[config.mk]
export PLATFORM = sky130hd
export DESIGN_NAME = ds_dac_pdm
export DESIGN_NICKNAME = d
export VERILOG_FILES = /design/src/rtl/ds_dac_pdm.sv
export SDC_FILE = /design/constraint.sdc
export NUM_CORES = 1
export LEC_CHECK = 0
export CAP_MARGIN = 20
export CORE_MARGIN = 4
export CORE_UTILIZATION = 35
export CTS_BUF_LIST = sky130_fd_sc_hd__clkbuf_8
export DETAILED_ROUTE_END_ITERATION = 7
export PLACE_DENSITY = 0.59
export SLEW_MARGIN = 0
export SYNTH_ARGS = -nofsm -noshare
export SYNTH_HDL_FRONTEND = slang
export SYNTH_SLANG_ARGS = --single-unit
[constraint.sdc]
create_clock -name clk -period 8.67 [get_ports clk]
set_input_delay 1.734 -clock clk [delete_from_list [all_inputs] [get_ports clk]]
set_output_delay 1.734 -clock clk [all_outputs]
set_load 0.005 [all_outputs]
[src/rtl/ds_dac_pdm.sv]
// ds_dac_pdm: delta-sigma DAC front end.
// Signed PCM samples arrive over a valid/ready handshake into a one-entry hold
// register, are upsampled by R through a 2-stage CIC interpolator (N=2, M=1)
// and noise-shaped into a 1-bit PDM stream by a first-order modulator.
// Optional build macro: DS_DAC_2ND_ORDER_EN selects a second-order modulator
// (input must then be kept within +/-0.75 full scale by the caller).
//
// Handshake: a sample transfers on a clk edge where din_valid && din_ready.
// din_ready is high exactly while the hold register is empty; din_valid held
// while din_ready is low is ignored, so each presented sample is taken once.

module ds_dac_pdm #(
  parameter int WIDTH = 16,
  parameter int R     = 8
) (
  input  logic             clk,
  input  logic             rst,
  input  logic             cke,
  input  logic [WIDTH-1:0] din,
  input  logic             din_valid,
  output logic             din_ready,
  output logic             pdm_out,
  output logic             frame_out,
  output logic             underrun
);

  localparam int LOG2R = $clog2(R);
  // Integrator width: WIDTH + log2(R) + 1, wrap-around arithmetic.
  localparam int IW    = WIDTH + LOG2R + 1;
`ifdef DS_DAC_2ND_ORDER_EN
  localparam int AW    = WIDTH + 4;
`else
  localparam int AW    = WIDTH + 3;
`endif
  // Feedback magnitude: one full-scale step.
  localparam logic signed [AW-1:0] FS = AW'(1) <<< (WIDTH - 1);

  // ---------------------------------------------------------------------------
  // Hold register and frame counter
  // ---------------------------------------------------------------------------
  logic signed [WIDTH-1:0] hold_q;
  logic                    full_q;
  logic [LOG2R-1:0]        cnt_q;
  logic                    frame_cke;
  logic                    capture;

  assign capture   = din_valid && !full_q;
  assign frame_cke = cke && (cnt_q == LOG2R'(R - 1));
  assign din_ready = !full_q;
  assign frame_out = frame_cke && !rst;

  // Hold register: fill on handshake, drain on the frame boundary cke.
  // A capture needs full_q=0 and a drain needs full_q=1, so they never collide.
  always_ff @(posedge clk) begin
    if (rst) begin
      hold_q <= '0;
      full_q <= 1'b0;
    end else if (capture) begin
      hold_q <= din;
      full_q <= 1'b1;
    end else if (frame_cke && full_q) begin
      full_q <= 1'b0;
    end
  end

  // Frame counter wraps R-1 -> 0 naturally since R is a power of two.
  always_ff @(posedge clk) begin
    if (rst) begin
      cnt_q <= '0;
    end else if (cke) begin
      cnt_q <= cnt_q + LOG2R'(1);
    end
  end

  // Sticky underrun: frame boundary reached with nothing to consume.
  always_ff @(posedge clk) begin
    if (rst) begin
      underrun <= 1'b0;
    end else if (frame_cke && !full_q) begin
      underrun <= 1'b1;
    end
  end

  // ---------------------------------------------------------------------------
  // CIC interpolator: frame-rate combs, zero-stuffing, cke-rate integrators
  // ---------------------------------------------------------------------------
  logic signed [WIDTH-1:0] x_low_q;
  logic signed [WIDTH-1:0] x_new;
  logic signed [WIDTH:0]   c1;
  logic signed [WIDTH:0]   c1_q;
  logic signed [WIDTH+1:0] c2;
  logic signed [IW-1:0]    u;
  logic signed [IW-1:0]    i1_q;
  logic signed [IW-1:0]    i2_q;
  logic signed [IW-1:0]    i1_next;
  logic signed [IW-1:0]    i2_next;
  logic signed [WIDTH:0]   y;

  // On an empty frame the previous sample is repeated (comb sees x_new == x_low).
  assign x_new = full_q ? hold_q : x_low_q;

  // Comb stages evaluated on the value entering the CIC this frame.
  always_comb begin
    c1 = {x_new[WIDTH-1], x_new} - {x_low_q[WIDTH-1], x_low_q};
    c2 = {c1[WIDTH], c1} - {c1_q[WIDTH], c1_q};
  end

  // Zero-stuffed upsample feeding the integrator chain.
  always_comb begin
    u       = frame_cke ? {{(IW-WIDTH-2){c2[WIDTH+1]}}, c2} : '0;
    i1_next = i1_q + u;
    i2_next = i2_q + i1_next;
  end

  // Comb delay registers advance only at frame rate.
  always_ff @(posedge clk) begin
    if (rst) begin
      x_low_q <= '0;
      c1_q    <= '0;
    end else if (frame_cke) begin
      x_low_q <= x_new;
      c1_q    <= c1;
    end
  end

  // Integrators advance every cke; overflow wraps and cancels in the output.
  always_ff @(posedge clk) begin
    if (rst) begin
      i1_q <= '0;
      i2_q <= '0;
    end else if (cke) begin
      i1_q <= i1_next;
      i2_q <= i2_next;
    end
  end

  // Remove the CIC gain of R; result is WIDTH+1 bits signed.
  assign y = i2_q[IW-1:LOG2R];

  // ---------------------------------------------------------------------------
  // Noise-shaping modulator
  // ---------------------------------------------------------------------------
  logic signed [AW-1:0] fb;
  logic signed [AW-1:0] y_ext;
  logic signed [AW-1:0] acc1_q;
  logic signed [AW-1:0] acc1_next;
  logic                 decision;

  assign fb    = pdm_out ? FS : -FS;
  assign y_ext = {{(AW-WIDTH-1){y[WIDTH]}}, y};

`ifdef DS_DAC_2ND_ORDER_EN
  logic signed [AW-1:0] acc2_q;
  logic signed [AW-1:0] acc2_next;

  // Two cascaded error accumulators; quantiser looks at the second.
  always_comb begin
    acc1_next = acc1_q + y_ext - fb;
    acc2_next = acc2_q + acc1_next - fb;
    decision  = !acc2_next[AW-1];
  end

  // Second-stage accumulator state.
  always_ff @(posedge clk) begin
    if (rst) begin
      acc2_q <= '0;
    end else if (cke) begin
      acc2_q <= acc2_next;
    end
  end
`else
  // Single error accumulator; quantiser is its sign.
  always_comb begin
    acc1_next = acc1_q + y_ext - fb;
    decision  = !acc1_next[AW-1];
  end
`endif

  // First accumulator and output bit, updated once per cke.
  always_ff @(posedge clk) begin
    if (rst) begin
      acc1_q  <= '0;
      pdm_out <= 1'b0;
    end else if (cke) begin
      acc1_q  <= acc1_next;
      pdm_out <= decision;
    end
  end

endmodule

==> results of run 1 <==
## power by group through the flow
stage / clock network [µW] / registers [µW] / logic (µW)
6_report: 542 / 580 / 685
5_1_grt: 589 / 586 / 785
4_1_cts: 567 / 580 / 689
3_5_place_dp: 0 / 592 / 685
2_1_floorplan: 0 / 584 / 575
3_3_place_gp: 0 / 591 / 676
## synth_stat cells (6+ instances only)
master    number  area share
ha_1         108        0.16
a211oi_1      28       0.025
o21ai_0       46       0.027
mux2i_1       55       0.065
o21bai_1      11      0.0098
nand2b_1      10      0.0074
inv_1        107       0.047
clkbuf_1      32       0.014
a31oi_1        6      0.0044
nor2_1       132       0.059
a21oi_1       86       0.051
dfxtp_1      114        0.27
xnor2_1       56       0.058
nand3_1       11      0.0065
and3_1         9      0.0067
nor2b_1       14       0.010
a21o_1        21       0.019
nand2_1      102       0.045
fa_1           6       0.014
or3_1          6      0.0044
xor2_1        24       0.025
nor3_1        13      0.0077
## per-layer routing
layer | vias up | share of wire
li1 | 3631 | -
met1 | 2984 | 0.52
met2 | 66 | 0.44
met3 | 17 | 0.028
met4 | 0 | 0.012
met5 | - | 0
## cell families (layout without fill, tap and decap cells)
logic type | count (synthesis) | after routing | share of synthesized area
compound gates | 241 | 241 | 0.181
xor+xnor | 80 | 80 | 0.0828
fa+ha+maj | 114 | 114 | 0.174
buf+inv | 143 | 166 | 0.0636
flops | 114 | 114 | 0.270
mux | 57 | 57 | 0.0677
simple gates | 313 | 313 | 0.161
## layout make-up
type / instances / area (µm²) / area share
tap: 319 / 399 / 0.0424
clock buffer: 18 / 248 / 0.0263
clock inverter: 14 / 179 / 0.0190
multi-input combinational: 805 / 5640 / 0.600
sequential: 114 / 2280 / 0.243
inverter: 107 / 402 / 0.0427
timing repair buffer: 27 / 255 / 0.0271
## metrics by stage
step,setup WS (ps),instance area [µm²]
3_3_place_gp,1420,8970
5_1_grt,421,9410
3_5_place_dp,1260,8970
4_1_cts,1240,9400
6_report,1270,9410
2_1_floorplan,2180,8460
## critical path, delay by kind of cell, from the launching register on
family                     cells  cell delay [ps]
muxes                          3              840
xor gates and xnor gates       2              330
buffers and inverters          1               50
and+or+nand+nor               10             1220
DFF                            1              950
AOI/OAI and AO/OA             14             2320
adders and majority gates      5             1550
## path summary, 6_finish.rpt
path	to	slack, ps
max reg2reg	i2_q[19]$_SDFFE_PP0P_	1270
min reg2reg	c1_q[6]$_SDFFE_PP0P_	450
max	i2_q[19]$_SDFFE_PP0P_	1270
min	c1_q[6]$_SDFFE_PP0P_	450
## state kept, by name (all words and copies together), names as in the netlist
signal / flops
acc1_q: 19
i2_q: 20
underrun: 1
i1_q: 20
full_q: 1
hold_q: 16
x_low_q: 16
pdm_out: 1
cnt_q: 3
c1_q: 17
==> results.json, run 1 <==
{
  "maxSlewViolCount": 0,
  "min_period_ps": 7400,
  "use_met2": 0.213,
  "grt_first_pass_wirelength_mm": 29.1,
  "dpl.cell_count": 1371,
  "cts_buffers": 17,
  "drc": 0,
  "p_seq_frac": 0.321,
  "postCtsResizedCells": 0,
  "crit_fanout": 34,
  "maxSlewHeadroom": 0.296,
  "synth-async-reset-ratio": 0,
  "final-setup-viol-count": 0,
  "drt_pass1_iterations": 4,
  "yosys_warnings": 0,
  "finalCritPeriodShare": 0.854,
  "worstHoldStart": "c1_q[6]$_SDFFE_PP0P_",
  "ioPinCount": 24,
  "syn-num-nets": 1196,
  "ys_types": 56,
  "diodes": 0,
  "tns_ps": 0,
  "htreeDepth": 4,
  "worstMarginPinSlew_ps": 1060,
  "globalRoute.busiestLayer": "met2",
  "rr_worst_depth": 35,
  "overflow": 0,
  "synth_edf_count": 0,
  "intPower_uw": 1170,
  "final_common_cell": "nor2_1",
  "fin_cells": 1404,
  "syn_avg_cell_area_um2": 7.97,
  "nFillCells": 2497,
  "ant_nets": 0,
  "rsz0062_at_grt": "no",
  "antenna_found_initial": 0,
  "worstReg2RegStart": "full_q$_SDFFE_PP0P_",
  "rows": 56,
  "hold_depth": 2,
  "startpoint_type": "register",
  "drive_gt1_frac": 0.0498,
  "cpPeakStageDelay_ps": 950,
  "ys_ff_latch": 114,
  "clock_latency_ps": 450,
  "tritoncts": "built",
  "endpoint_kind": "register",
  "start_util": 0.358,
  "root_buffer": "clkbuf_8",
  "place_hpwl_mm": 11.9,
  "holdWs_ps": 454,
  "worst-setup-path-type": "register to register",
  "clockPowerShare": 0.300,
  "worstPathRequired_ps": 9000,
  "first_iter_violations": 292,
  "port_buffers": 23,
  "comb_power_share": 0.379,
  "grt_max_degree": 69,
  "finalNetCount": 1206,
  "core_mm2": 0.0236,
  "die_y_um": 163,
  "ctsHoldBuffers": 0,
  "leakage_uw": 0.00425,
  "max_freq_mhz": 135,
  "switchingPower_uw": 632,
  "final_util": 0.398,
  "dieArea_mm2": 0.0267,
  "vias": 6698,
  "totalPowerFinal_uw": 1810,
  "track_usage": 0.130,
  "post_cts_buffers": 0,
  "met3_usage": 0.0295,
  "yosysSeqAreaShare": 0.270,
  "wl_per_cell_um": 11.7,
  "crit_top_cell": "a21oi_1",
  "hold_path_class": "register to register",
  "clockBufferDepth": 2,
  "swShare": 0.350,
  "synthFlopType": "dfxtp_1",
  "power_density_mw_per_mm2": 192,
  "outcome": "finished clean",
  "routed_wl_mm": 16.5,
  "skew_ps": 17.9,
  "critPathLaunch": "full_q$_SDFFE_PP0P_",
  "ir_drop_mv": 0.119,
  "cts.sink_count": 114,
  "grt_pass1_vias": 6496,
  "use_met1": 0.171,
  "synth_area_mm2": 0.00846,
  "hold_viol": 0,
  "die_width_um": 163,
  "worst_path_max_delay_cell": "dfxtp_1",
  "layout_common_cells": "nor2_1, dfxtp_1, ha_1, inv_1, nand2_1",
  "path_clk_slew_ps": 80,
  "cap_violations": 0,
  "syn_to_final_growth_pct": 11.2,
  "via_per_inst": 4.77,
  "critical_path_arrival_ps": 7740,
  "synthCells": 1062,
  "routabilityCongestion": 0.820
}
Power figures use the tool's default switching activity.
==> inputs of run 2 (changes only) <==
- MAX_ROUTING_LAYER: unset -> met4
==> run 2 against run 1 <==
Net effect:
- core utilization stayed put
- die area stayed put
- hold slack about the same
- first-iteration DRC count down 0.68%
- non-clock buffer count unchanged
- clock-buffer cell count is the same
- via count barely moved
- sequential share of layout area is the same
- design area stayed put
- sequential power about the same
- critical path type unchanged
- critical endpoint unchanged
==> results.json, run 2 (same netlist as run 1, synthesis figures left out) <==
{
  "clockPowerShare": 0.300,
  "critical_path_arrival_ps": 7740,
  "leakage_uw": 0.00425,
  "drt_pass1_iterations": 4,
  "first_iter_violations": 290,
  "clockBufferDepth": 2,
  "diodes": 0,
  "die_width_um": 163,
  "rsz0062_at_grt": "no",
  "endpoint_kind": "register",
  "ctsHoldBuffers": 0,
  "reg2reg_setup_slack_ps": 1270,
  "routed_wl_mm": 16.5,
  "grt_first_pass_wirelength_mm": 29.1,
  "power_density_mw_per_mm2": 192,
  "outcome": "finished clean",
  "nFillCells": 2497,
  "cts_buffers": 17,
  "rr_worst_depth": 35,
  "hold_path_class": "register to register",
  "tritoncts": "built",
  "crit_top_cell": "a21oi_1",
  "worstMarginPinSlew_ps": 1060,
  "worstHoldStart": "c1_q[6]$_SDFFE_PP0P_",
  "rows": 56,
  "overflow": 0,
  "final_util": 0.398,
  "post_cts_buffers": 0,
  "die_y_um": 163,
  "startpoint_type": "register",
  "port_buffers": 23,
  "p_seq_frac": 0.321,
  "maxSlewViolCount": 0,
  "final-setup-viol-count": 0,
  "drive_gt1_frac": 0.0498,
  "clock_latency_ps": 460,
  "worst-setup-path-type": "register to register",
  "root_buffer": "clkbuf_8",
  "swShare": 0.350,
  "final_common_cell": "nor2_1",
  "htreeDepth": 4,
  "comb_power_share": 0.379,
  "max_freq_mhz": 135,
  "layout_common_cells": "nor2_1, dfxtp_1, ha_1, inv_1, nand2_1",
  "hold_viol": 0,
  "track_usage": 0.134,
  "cap_violations": 0,
  "finalNetCount": 1206,
  "grt_pass1_vias": 6502,
  "min_period_ps": 7400,
  "cpPeakStageDelay_ps": 950,
  "syn_to_final_growth_pct": 11.2,
  "skew_ps": 17.9,
  "tns_ps": 0,
  "top_regs": "i1_q x20, i2_q x20, acc1_q x19",
  "path_clk_slew_ps": 80,
  "grt_max_degree": 69,
  "ir_drop_mv": 0.119,
  "intPower_uw": 1170,
  "crit_fanout": 34,
  "worstPathRequired_ps": 9010,
  "vias": 6703,
  "worstReg2RegStart": "full_q$_SDFFE_PP0P_",
  "routabilityCongestion": 0.834,
  "place_hpwl_mm": 11.9,
  "hold_depth": 2,
  "start_util": 0.358,
  "via_per_inst": 4.77,
  "maxSlewHeadroom": 0.293,
  "core_mm2": 0.0236,
  "cts.sink_count": 114,
  "drc": 0,
  "rr_endpoint": "i2_q[19]$_SDFFE_PP0P_",
  "hold_end": "c1_q[6]$_SDFFE_PP0P_",
  "dieArea_mm2": 0.0267,
  "totalPowerFinal_uw": 1810,
  "ant_nets": 0,
  "postCtsResizedCells": 0,
  "finalCritPeriodShare": 0.853,
  "antenna_found_initial": 0,
  "wl_per_cell_um": 11.7,
  "switchingPower_uw": 633,
  "worst_path_max_delay_cell": "dfxtp_1",
  "ioPinCount": 24
}
==> run 2: cell counts in the layout (fill, tap and decap cells not counted) <==
No cell type changed its count.
==> run 2: final cells by class <==
cell class	count	area, µm²	share of cell area
clock buffers	18	248	0.0263
clock inverters	14	179	0.0190
inverters	107	402	0.0427
multi-input cells	805	5640	0.600
flip-flops and latches	114	2280	0.243
well taps	319	399	0.0424
repair buffers	27	255	0.0271
==> run 2: through the flow <==
stage / std cells / instance area [µm²] / hold slack, ps / setup slack [ps]
final: 1404 / 9410 / 454 / 1270
after detailed placement: 1371 / 8970 / 446 / 1260
after global placement: 1371 / 8970 / 442 / 1420
after global routing: 1404 / 9410 / 481 / 424
after floorplan: 1062 / 8460 / 436 / 2180
after CTS: 1403 / 9400 / 456 / 1240
==> run 2: per-layer routing <==
layer,share of wire,GRT usage,vias up,wire length [µm]
li1,-,-,3633,-
met1,0.51,0.171,2988,8480
met2,0.45,0.213,63,7360
met3,0.027,0.0323,19,450
met4,0.011,0.0347,0,187
met5,0,-,-,0
==> run 2: worst max-delay path by stage <==
| stage | slack (ps) | depth (start not counted) | end | from |
|---|---|---|---|---|
| finish | 1270 | 35 | i2_q[19]$_SDFFE_PP0P_ | full_q$_SDFFE_PP0P_ |
| global route | 420 | 34 | i2_q[19]$_SDFFE_PP0P_ | full_q$_SDFFE_PP0P_ |
| CTS | 1240 | 35 | i2_q[19]$_SDFFE_PP0P_ | full_q$_SDFFE_PP0P_ |
| detailed placement | 1260 | 35 | i2_q[19]$_SDFFE_PP0P_ | full_q$_SDFFE_PP0P_ |
| global placement | 1420 | 35 | i2_q[19]$_SDFFE_PP0P_ | full_q$_SDFFE_PP0P_ |
| floorplan | 2180 | 36 | i2_q[19]$_SDFFE_PP0P_ | full_q$_SDFFE_PP0P_ |
==> run 2: worst max-delay path: cells and delay by family (launching register included) <==
family | cells | cell delay [ps]
AO/OA/AOI/OAI | 14 | 2320
adder cells (fa/ha/maj) | 5 | 1550
AND/OR/NAND/NOR | 10 | 1210
flip-flops | 1 | 950
multiplexers | 3 | 840
XOR/XNOR | 2 | 330
buffers and inverters | 1 | 50
==> run 2: power by group through the flow <==
stage / combinational, µW / sequential, µW / clock (µW)
5_1_grt: 785 / 586 / 590
3_5_place_dp: 685 / 592 / 0
4_1_cts: 689 / 580 / 567
6_report: 685 / 580 / 543
3_3_place_gp: 676 / 591 / 0
2_1_floorplan: 575 / 584 / 0
==> inputs of run 3 (changes only) <==
- CAP_MARGIN: 20 -> unset
==> run 3 against run 2 <==
Net effect:
- cell count about the same
- via count increased by 0.16%
- maximum frequency decreased by 0.32%
- sequential power about the same
- non-clock buffer count decreased by 1
- worst setup slack got worse by 24 ps
- critical endpoint unchanged
==> results.json, run 3 (same netlist as run 1, synthesis figures left out) <==
{
  "endpoint_kind": "register",
  "max_freq_mhz": 135,
  "worstMarginPinSlew_ps": 1060,
  "drc": 0,
  "worst_path_max_delay_cell": "dfxtp_1",
  "cts.sink_count": 114,
  "clock_latency_ps": 460,
  "routed_wl_mm": 16.5,
  "critical_path_arrival_ps": 7760,
  "track_usage": 0.134,
  "top_regs": "i1_q x20, i2_q x20, acc1_q x19",
  "htreeDepth": 4,
  "drt_pass1_iterations": 4,
  "totalPowerFinal_uw": 1810,
  "die_y_um": 163,
  "worstPathRequired_ps": 9010,
  "grt_first_pass_wirelength_mm": 29.1,
  "rsz0062_at_grt": "no",
  "path_clk_slew_ps": 80,
  "ir_drop_mv": 0.118,
  "first_iter_violations": 274,
  "syn_to_final_growth_pct": 11.1,
  "hold_path_class": "register to register",
  "worst-setup-path-type": "register to register",
  "wl_per_cell_um": 11.7,
  "rows": 56,
  "vias": 6714,
  "finalNetCount": 1205,
  "power_density_mw_per_mm2": 192,
  "leakage_uw": 0.00425,
  "grt_pass1_vias": 6502,
  "tns_ps": 0,
  "die_width_um": 163,
  "routabilityCongestion": 0.834,
  "cts_buffers": 17,
  "root_buffer": "clkbuf_8",
  "startpoint_type": "register",
  "cap_violations": 0,
  "final_common_cell": "nor2_1",
  "ant_nets": 0,
  "maxSlewViolCount": 0,
  "ctsHoldBuffers": 0,
  "layout_common_cells": "nor2_1, dfxtp_1, ha_1, inv_1, nand2_1",
  "via_per_inst": 4.79,
  "crit_top_cell": "a21oi_1",
  "postCtsResizedCells": 0,
  "skew_ps": 18.1,
  "crit_fanout": 34,
  "post_cts_buffers": 0,
  "diodes": 0,
  "antenna_found_initial": 0,
  "hold_viol": 0,
  "dieArea_mm2": 0.0267,
  "cpPeakStageDelay_ps": 950,
  "grt_max_degree": 69,
  "drive_gt1_frac": 0.0489,
  "ioPinCount": 24,
  "maxSlewHeadroom": 0.295,
  "min_period_ps": 7420,
  "port_buffers": 23,
  "overflow": 0,
  "tritoncts": "built",
  "final-setup-viol-count": 0,
  "outcome": "finished clean",
  "clockBufferDepth": 2,
  "finalCritPeriodShare": 0.856,
  "place_hpwl_mm": 11.9,
  "start_util": 0.358,
  "core_mm2": 0.0236
}
run 3: cell count changes in the layout (fill, tap and decap cells not counted), sizes merged:
cell / delta
buf: -1
run 3: where the power goes:
part	total [µW]	switching [µW]	internal, µW
clock	543	248	295
sequential	580	22.2	558
combinational	685	363	321
run 3: through the flow:
stage | setup slack [ps] | utilization | cell area, µm² | hold slack, ps | std cells
floorplan | 2180 | - | 8460 | 436 | 1062
global placement | 1420 | 0.380 | 8970 | 442 | 1371
detailed placement | 1260 | 0.380 | 8970 | 446 | 1371
CTS | 1240 | 0.398 | 9400 | 456 | 1403
global route | 424 | 0.398 | 9400 | 481 | 1403
finish | 1250 | 0.398 | 9400 | 454 | 1403
run 3: area by class of cell:
class / instances / area, µm²
clock buffers: 18 / 248
clock inverters: 14 / 179
fillers: 2497 / 14200
inverters: 107 / 402
multi-input cells: 805 / 5640
flip-flops and latches: 114 / 2280
well taps: 319 / 399
repair buffers: 26 / 248
run 3: layer usage:
metal / global-route usage / up-vias / part of all wire
li1: - / 3627 / -
met1: 0.171 / 3003 / 0.52
met2: 0.213 / 65 / 0.45
met3: 0.0323 / 19 / 0.026
met4: 0.0347 / 0 / 0.011
met5: - / - / 0
run 3: critical path, delay by kind of cell, from the launching register on:
family                     cells  cell delay, ps
buffers and inverters          1              50
DFF                            1             950
xor gates and xnor gates       2             330
adders and majority gates      5            1540
and+or+nand+nor               10            1220
muxes                          3             840
AOI/OAI and AO/OA             14            2350
run 3: worst paths after layout:
kind                        startpoint               endpoint  slack [ps]  cells past startpoint
hold reg to reg   c1_q[6]$_SDFFE_PP0P_   c1_q[6]$_SDFFE_PP0P_         450                      2
hold / removal    c1_q[6]$_SDFFE_PP0P_   c1_q[6]$_SDFFE_PP0P_         450                      2
setup reg to reg   full_q$_SDFFE_PP0P_  i2_q[19]$_SDFFE_PP0P_        1250                     35
setup / recovery   full_q$_SDFFE_PP0P_  i2_q[19]$_SDFFE_PP0P_        1250                     35
